File: config.mk
export PLATFORM = sky130hd
export DESIGN_NAME = zclock_gen
export DESIGN_NICKNAME = d
export VERILOG_FILES = /design/src/rtl/zclock_gen.sv
export SDC_FILE = /design/constraint.sdc
export NUM_CORES = 1
export LEC_CHECK = 0
export BUFFER_PORTS_ARGS = -buffer_cell sky130_fd_sc_hd__clkbuf_2
export CELL_PAD_IN_SITES_DETAIL_PLACEMENT = 1
export CELL_PAD_IN_SITES_GLOBAL_PLACEMENT = 1
export CORE_AREA = 2 2 39 41
export CTS_BUF_LIST = sky130_fd_sc_hd__clkbuf_8 sky130_fd_sc_hd__clkbuf_16
export DETAILED_ROUTE_END_ITERATION = 10
export DIE_AREA = 0 0 41 43
export GPL_TIMING_DRIVEN = 0
export PLACE_DENSITY = 0.64
export REMOVE_ABC_BUFFERS = 1
export SYNTH_ARGS = -nofsm -noshare
export SYNTH_HDL_FRONTEND = slang
export SYNTH_SLANG_ARGS = --single-unit
File: constraint.sdc
create_clock -name clk -period 1.17 [get_ports clk]
set_clock_uncertainty 0.05 [all_clocks]
set_input_delay 0.1755 -clock clk [delete_from_list [all_inputs] [get_ports clk]]
set_output_delay 0.1755 -clock clk [all_outputs]
set_load 0.005 [all_outputs]
File: src/rtl/zclock_gen.sv
// CPU clock generator for the Z80 core: derives a 3.5/7/14 MHz zclk level plus
// zpos/zneg edge strobes from the 28 MHz quarter-phase strobes c0..c3.
module zclock_gen (
  input  logic       clk,
  input  logic       rst_n,
  input  logic       c0,
  input  logic       c1,
  input  logic       c2,
  input  logic       c3,
  input  logic [1:0] turbo,
  input  logic       zwait,
  output logic       zclk,
  output logic       zpos,
  output logic       zneg,
  output logic [1:0] turbo_cur,
  output logic       sw_pend
);

  localparam logic [1:0] RATE_3M5 = 2'b00;
  localparam logic [1:0] RATE_7M  = 2'b01;
  localparam logic [1:0] RATE_14M = 2'b10;

  logic       p;
  logic       boundary;
  logic [1:0] turbo_norm;
  logic       pos_strobe;
  logic       neg_strobe;

  // p marks the second half of the 8-cycle frame; c3 with p set closes the frame.
  assign boundary   = c3 & p;
  assign turbo_norm = turbo[1] ? RATE_14M : turbo;
  assign sw_pend    = (turbo_norm != turbo_cur);

  always_comb begin
    // NOTE: defaults first so every path assigns both strobes; no latch is inferred.
    pos_strobe = 1'b0;
    neg_strobe = 1'b0;
    case (turbo_cur)
      RATE_14M: begin
        pos_strobe = c0 | c2;
        neg_strobe = c1 | c3;
      end
      RATE_7M: begin
        pos_strobe = c0;
        neg_strobe = c2;
      end
      RATE_3M5: begin
        pos_strobe = c0 & ~p;
        neg_strobe = c0 & p;
      end
      default: begin
        pos_strobe = 1'b0;
        neg_strobe = 1'b0;
      end
    endcase
  end

  // Rate changes only at the frame boundary, where every rate has just issued
  // its falling edge, so no runt phase can appear across a switch.
  always_ff @(posedge clk or negedge rst_n) begin
    // NOTE: sequential state uses non-blocking assignments so every register
    // samples pre-edge values regardless of statement order.
    if (!rst_n) begin
      p         <= 1'b0;
      turbo_cur <= RATE_3M5;
    end else begin
      p <= p ^ c3;
      if (boundary) turbo_cur <= turbo_norm;
    end
  end

  // A pos strobe suppressed by zwait is dropped; falling edges are never blocked.
  always_ff @(posedge clk or negedge rst_n) begin
    if (!rst_n) begin
      zpos <= 1'b0;
      zneg <= 1'b0;
      zclk <= 1'b0;
    end else begin
      zpos <= pos_strobe & ~zwait;
      zneg <= neg_strobe;
      if (zneg)      zclk <= 1'b0;
      else if (zpos) zclk <= 1'b1;
    end
  end

endmodule
==> results.md, run 1 <==
* Root Driver: clkbuf_8
* Topmost layer with routed signal wires: met3
* CTS Buffer Depth at 2
* CP required at 0.94 ns
* VDD IR max at 0.0007379 V
* HP Class: input port to register
* DRC viols at 0
* Critical path peak fanout at 4
* Die area at 0.001763 mm²
* Io pins at 15
* LEAKAGE at 0.0002301 µW
* Most common cell after layout, fill and taps aside: clkbuf_2
* Die Height at 43 µm
* Hold slack at between 0.1 and 0.15 ns
* Outcome: finished, violations left
* H-Tree Depth at 1
* First-pass DRT Iterations at 3
* Fill count at 161
* Number of global-route vias before repair at 245
* Final core area utilization at 34.81%
* Final HPWL DP at around 520 µm
* Tot GR Track Use at under 10%
* PwrDens at approximately 2600 mW/mm²
* Hold Path Stages at 2
* Initial antenna violation count at 0
* GP Congestion at between 0.6 and 0.7
* TritonCTS clock tree: built
* Via/cell ratio at 4.302
* Slew Viols, Final at 0
* Fmax at 753.9 MHz
* Post-route ant nets at 0
* WS Path Type: register to output port
* M1 WL at approximately 300 µm
* Cell depth of the worst setup path at 3
* Failing checks: setup timing
* Vias at 271
* Comb pwr share at 43.9%
* Dpl cells at 55
* Drt wl/cell at 10.94 µm
* Highest-delay cell along the critical path: dfrtp_2
* Global-route wire length before repair at ~1100 µm
* Worst slew pin tran at ~0.23 ns
* Bufs and invs on worst path at 1
* Clk slew on worst S/H paths at 0.04 ns
* Synthesized flop and latch total at 6
* Design internal power at 840.3 µW
* # rows at 14
* Crit path launch type: register
* Fin cells at 63
* Final WS setup at -0.1564 ns
* Switch share at 31.80%
* Largest net degree at the start of global routing at 7
* Starting Density at 20.16%
* # port buffers at 14
* Gr ovfl total at 0
* Post-synth top area cell: dfrtp_1
* TritonCTS Buffers at 3
* Chip width at 41 µm
* Met3 routed WL at 65 µm
* Core area at 0.001384 mm²
* Clock power frac at 24.6%
* Post-Syn Instances at 25
* Rel. slew slack at 84.46%
* CP cell instances: and2b_2 > a21oi_1 > clkbuf_2
* Commonest non-fill, non-tap cells in the layout: 14 x clkbuf_2, 4 x dfrtp_1, 3 x nor2_1, 3 x clkbuf_8, 3 x buf_6
* Ys Warns at 0
* Max-cap violations at 0
* Total Nets Final at 59
* Register-to-register setup slack at -0.09 ns
* Final Hold Fails at 0
* Final setup vio count at 2
* Final period util at 113.4%
* Min Clock Period, post-route at around 1.3 ns
* DRT Wirelength at 689 µm
* CP arrival at 1.10 ns
* Reg power frac at around a third
* # clock sinks at 6
* Library cells used by synthesis at 15
* Area delta synth->final at 72.65%
* Diode count at 0
* Psw at 391.8 µW
* Detail Route met2 WL at 322 µm
* Setup TNS at -0.2471 ns
* Layout cells sized above 1 at around 60%
* Share of the synthesized area in the top cell type at 53.81%
* Crit path capture type: output port
* R2R depth at 4
* Synth top area cells: dfrtp_1 54%, o21ai_0 5.4%, a2111oi_2 5.4%
* Design Power at 1232 µW
* Syn Area/Cell at 11.16 µm²
* Initial DRC Count at 1
* Post-synthesis sequential area ratio at 53.81%
* Largest stage delay, worst path at around 0.42 ns
* Clock Latency Late Sink at 0.22 ns
* Mapped cell area at 279.0 µm²
* CP top delay family: flip-flops
* RSZ-0062 raised after global routing: true
[repair_timing]
action,4_1_cts,5_1_grt
endpoints found under the hold margin,6,0
buffers inserted,3,2
pin swaps,0,2
gates resized for setup,2,7
hold buffers,1,0
endpoints found under the setup margin,1,3
[per-layer routing]
layer / up-vias / GRT usage [%]
met5: - / 0
met4: 0 / 6.000
met3: 0 / 4.712
met2: 12 / 12.19
met1: 126 / 13.07
li1: 133 / -
[flip-flops by register name, indices dropped and copies added (netlist names)]
signal / cells
zpos: 1
p: 1
turbo_cur: 2
zneg: 1
zclk: 1
[cell usage after synthesis]
| master | instances |
|---|---|
| a31oi_1 | 1 |
| and2b_2 | 1 |
| a21oi_1 | 2 |
| a2111oi_2 | 1 |
| nand3b_1 | 1 |
| nor3_1 | 1 |
| o21ai_0 | 3 |
| and2_2 | 1 |
| nand2b_1 | 1 |
| ha_1 | 1 |
| dfrtp_1 | 6 |
| mux2_2 | 1 |
| xor2_1 | 1 |
| inv_1 | 1 |
| nor2_1 | 3 |
[stage by stage]
stage | setup slack (ns) | instance area, µm²
6_report | -0.1564 | 481.7
5_1_grt | -0.2397 | 481.7
4_1_cts | -0.1674 | 445.4
3_5_place_dp | -0.04648 | 369.1
3_3_place_gp | -0.03995 | 369.1
2_1_floorplan | 0.1228 | 279.0
[path summary, 6_finish.rpt]
check | from | end
setup / recovery | turbo_cur[1] | sw_pend
hold / removal | zwait | zpos
setup reg to reg | turbo_cur[1] | zpos
hold reg to reg | zneg | zclk
max in group asynchronous | rst_n | turbo_cur[1]
min in group asynchronous | rst_n | zclk
[power groups by stage]
stage	clock [µW]	combinational (µW)	sequential [µW]
5_1_grt	327	603	403
2_1_floorplan	0	177	390
3_5_place_dp	0	325	414
4_1_cts	313	438	386
3_3_place_gp	0	314	409
6_report	304	541	387
[layout make-up]
cell class	instances	area, µm²	share of cell area [%]
inverter	1	3.754	0.7792
tap	16	20.02	4.156
clock buffer	3	41.29	8.571
sequential	6	152.6	31.69
timing repair buffer	19	121.4	25.19
multi-input combinational	18	142.6	29.61
[cell families after synthesis]
logic type               synth area share [%]
AND/OR/NAND/NOR                         16.59
AO/OA/AOI/OAI                           16.59
flip-flops                              53.81
XOR/XNOR                                3.140
buffers and inverters                   1.344
multiplexers                            4.036
adder cells (fa/ha/maj)                 4.484
No activity file was read; power rests on OpenSTA's default activity.
==> run 2, diff against run 1 <==
--- a/config.mk
+++ b/config.mk
@@ -13,7 +13,7 @@
 export DETAILED_ROUTE_END_ITERATION = 10
 export DIE_AREA = 0 0 41 43
 export GPL_TIMING_DRIVEN = 0
-export PLACE_DENSITY = 0.64
+export PLACE_DENSITY_LB_ADDON = 0.1
 export REMOVE_ABC_BUFFERS = 1
 export SYNTH_ARGS = -nofsm -noshare
 export SYNTH_HDL_FRONTEND = slang
==> results.md, run 2 (synthesis gave the netlist of run 1 again) <==
* Via/cell ratio at 4.574 (+6.3%)
* Max-cap violations at 0 (unchanged)
* Rel. slew slack at 84.10% (-0.37 points)
* Gr ovfl total at 0 (unchanged)
* Critical path peak fanout at 3 (-1)
* First-pass DRT Iterations at 1 (-2)
* H-Tree Depth at 1 (unchanged)
* Clock Latency Late Sink at 0.22 ns (about the same)
* DRT Wirelength at 770 µm (+12%)
* WS Path Type: register to output port
* Number of global-route vias before repair at 295 (+20%)
* Highest-delay cell along the critical path: dfrtp_2
* Cell area after layout at 454.2 µm² (-5.7%)
* Chip width at 41 µm (unchanged)
* Core area at 0.001384 mm² (unchanged)
* Largest net degree at the start of global routing at 7 (unchanged)
* Final core area utilization at 32.82% (-2.0 points)
* Dpl cells at 55 (unchanged)
* Die area at 0.001763 mm² (unchanged)
* Hold slack at 0.1013 ns (-0.0004010 ns)
* Largest stage delay, worst path at 0.41 ns (about the same)
* Clk slew on worst S/H paths at 0.03 ns (about the same)
* GP Congestion at 0.6227 (-11%)
* Initial antenna violation count at 0 (unchanged)
* TritonCTS clock tree: built
* Max reg flops at 2 (unchanged)
* Min Clock Period, post-route at 1.306 ns (-0.02002 ns)
* Setup TNS at -0.1364 ns (+0.1107 ns)
* Drt wl/cell at 12.62 µm (+15%)
* Slew Viols, Final at 0 (unchanged)
* CP required at 0.94 ns (about the same)
* PwrDens at 2506 mW/mm² (-2.0%)
* Final setup vio count at 1 (-1)
* Io pins at 15 (unchanged)
* Outcome: finished, violations left
* Top reg by flops: turbo_cur
* Initial DRC Count at 0 (-1)
* Total Nets Final at 57 (-3.4%)
* Failing checks: setup timing
* Crit path capture type: output port
* HP Class: input port to register
* CTS Buffer Depth at 2 (unchanged)
* Placed inst area at 369.1 µm² (unchanged)
* DRC viols at 0 (unchanged)
* VDD IR max at 0.001039 V (+41%)
* Starting Density at 20.16% (unchanged)
* # rows at 14 (unchanged)
* TritonCTS Buffers at 3 (unchanged)
* Global-route wire length before repair at 1235 µm (+16%)
* Layout cells sized above 1 at 57.78% (-1.8 points)
* LEAKAGE at 0.0002162 µW (-6.0%)
* # port buffers at 14 (unchanged)
* Final Hold Fails at 0 (unchanged)
* Commonest non-fill, non-tap cells in the layout: 14 x clkbuf_2, 4 x dfrtp_1, 3 x nor2_1, 3 x clkbuf_8
* Fin cells at 61 (-3.2%)
* Tot GR Track Use at 11.19% (+1.4 points)
* Final period util at 111.7% (-1.7 points)
* Vias at 279 (+3.0%)
* Most common cell after layout, fill and taps aside: clkbuf_2
* Fill count at 179 (+11%)
* Worst slew pin tran at 0.2386 ns (+0.005513 ns)
* Diode count at 0 (unchanged)
* Area delta synth->final at 62.78%
* Post-route ant nets at 0 (unchanged)
* Final HPWL DP at 568.5 µm (+10%)
* Fmax at 765.5 MHz (+1.5%)
* Final WS setup at -0.1364 ns (+0.02002 ns)
* Crit path launch type: register
* CP cell instances: and2b_2 > a21oi_1 > clkbuf_2
* Die Height at 43 µm (unchanged)
* RSZ-0062 raised after global routing: true
* CP arrival at 1.08 ns (-0.02 ns)
* Root Driver: clkbuf_8
* # clock sinks at 6 (unchanged)
## run 2: changes by cell type in the layout (fill, tap and decap cells not counted), sizes merged
| cell | before | now |
|---|---|---|
| buf | 4 | 2 |
## run 2: final timing paths
kind,from,endpoint,slack (ns),depth (start not counted)
max in group asynchronous,rst_n,turbo_cur[0],0.63,2
max,turbo_cur[1],sw_pend,-0.14,3
min,zwait,zpos,0.10,2
min reg2reg,zneg,zclk,0.37,1
min in group asynchronous,rst_n,zpos,0.27,2
max reg2reg,turbo_cur[0],zneg,0.03,4
## run 2: timing repair
action | CTS | global route
resized for setup | 2 | 3
setup buffers | 2 | 0
hold endpoints to repair | 6 | 0
endpoints found under the setup margin | 1 | 3
hold buffers | 1 | 0
## run 2: critical path, delay by kind of cell, from the launching register on
family	cells	cell delay (ns)
AO/OA/AOI/OAI	1	0.13
flip-flops	1	0.41
AND/OR/NAND/NOR	1	0.20
buffers and inverters	1	0.12
## run 2: power breakdown
part | switching (µW) | internal, µW
combinational | 224 | 236
sequential | 69.5 | 307
clock | 80.6 | 220
total | 374 | 764
## run 2: per-layer routing
metal	track usage, %	wire length, µm	vias up
met5	0	0	-
met1	10.75	276	135
met4	4.000	0	0
li1	-	-	130
met2	17.81	425	14
met3	7.853	68	0
## run 2: cell type report
class / instances / area, µm² / share of cell area (%)
multi-input combinational: 18 / 141.4 / 31.13
timing repair buffer: 17 / 95.09 / 20.94
tap: 16 / 20.02 / 4.408
sequential: 6 / 152.6 / 33.61
inverter: 1 / 3.754 / 0.8264
clock buffer: 3 / 41.29 / 9.091
## run 2: per-stage QoR
stage / worst slack [ns] / power (µW)
after global placement: -0.01774 / 729.5
after floorplan: 0.1228 / 567.6
final: -0.1364 / 1138
after detailed placement: -0.03022 / 742.2
after CTS: -0.1524 / 1119
after global routing: -0.2110 / 1228
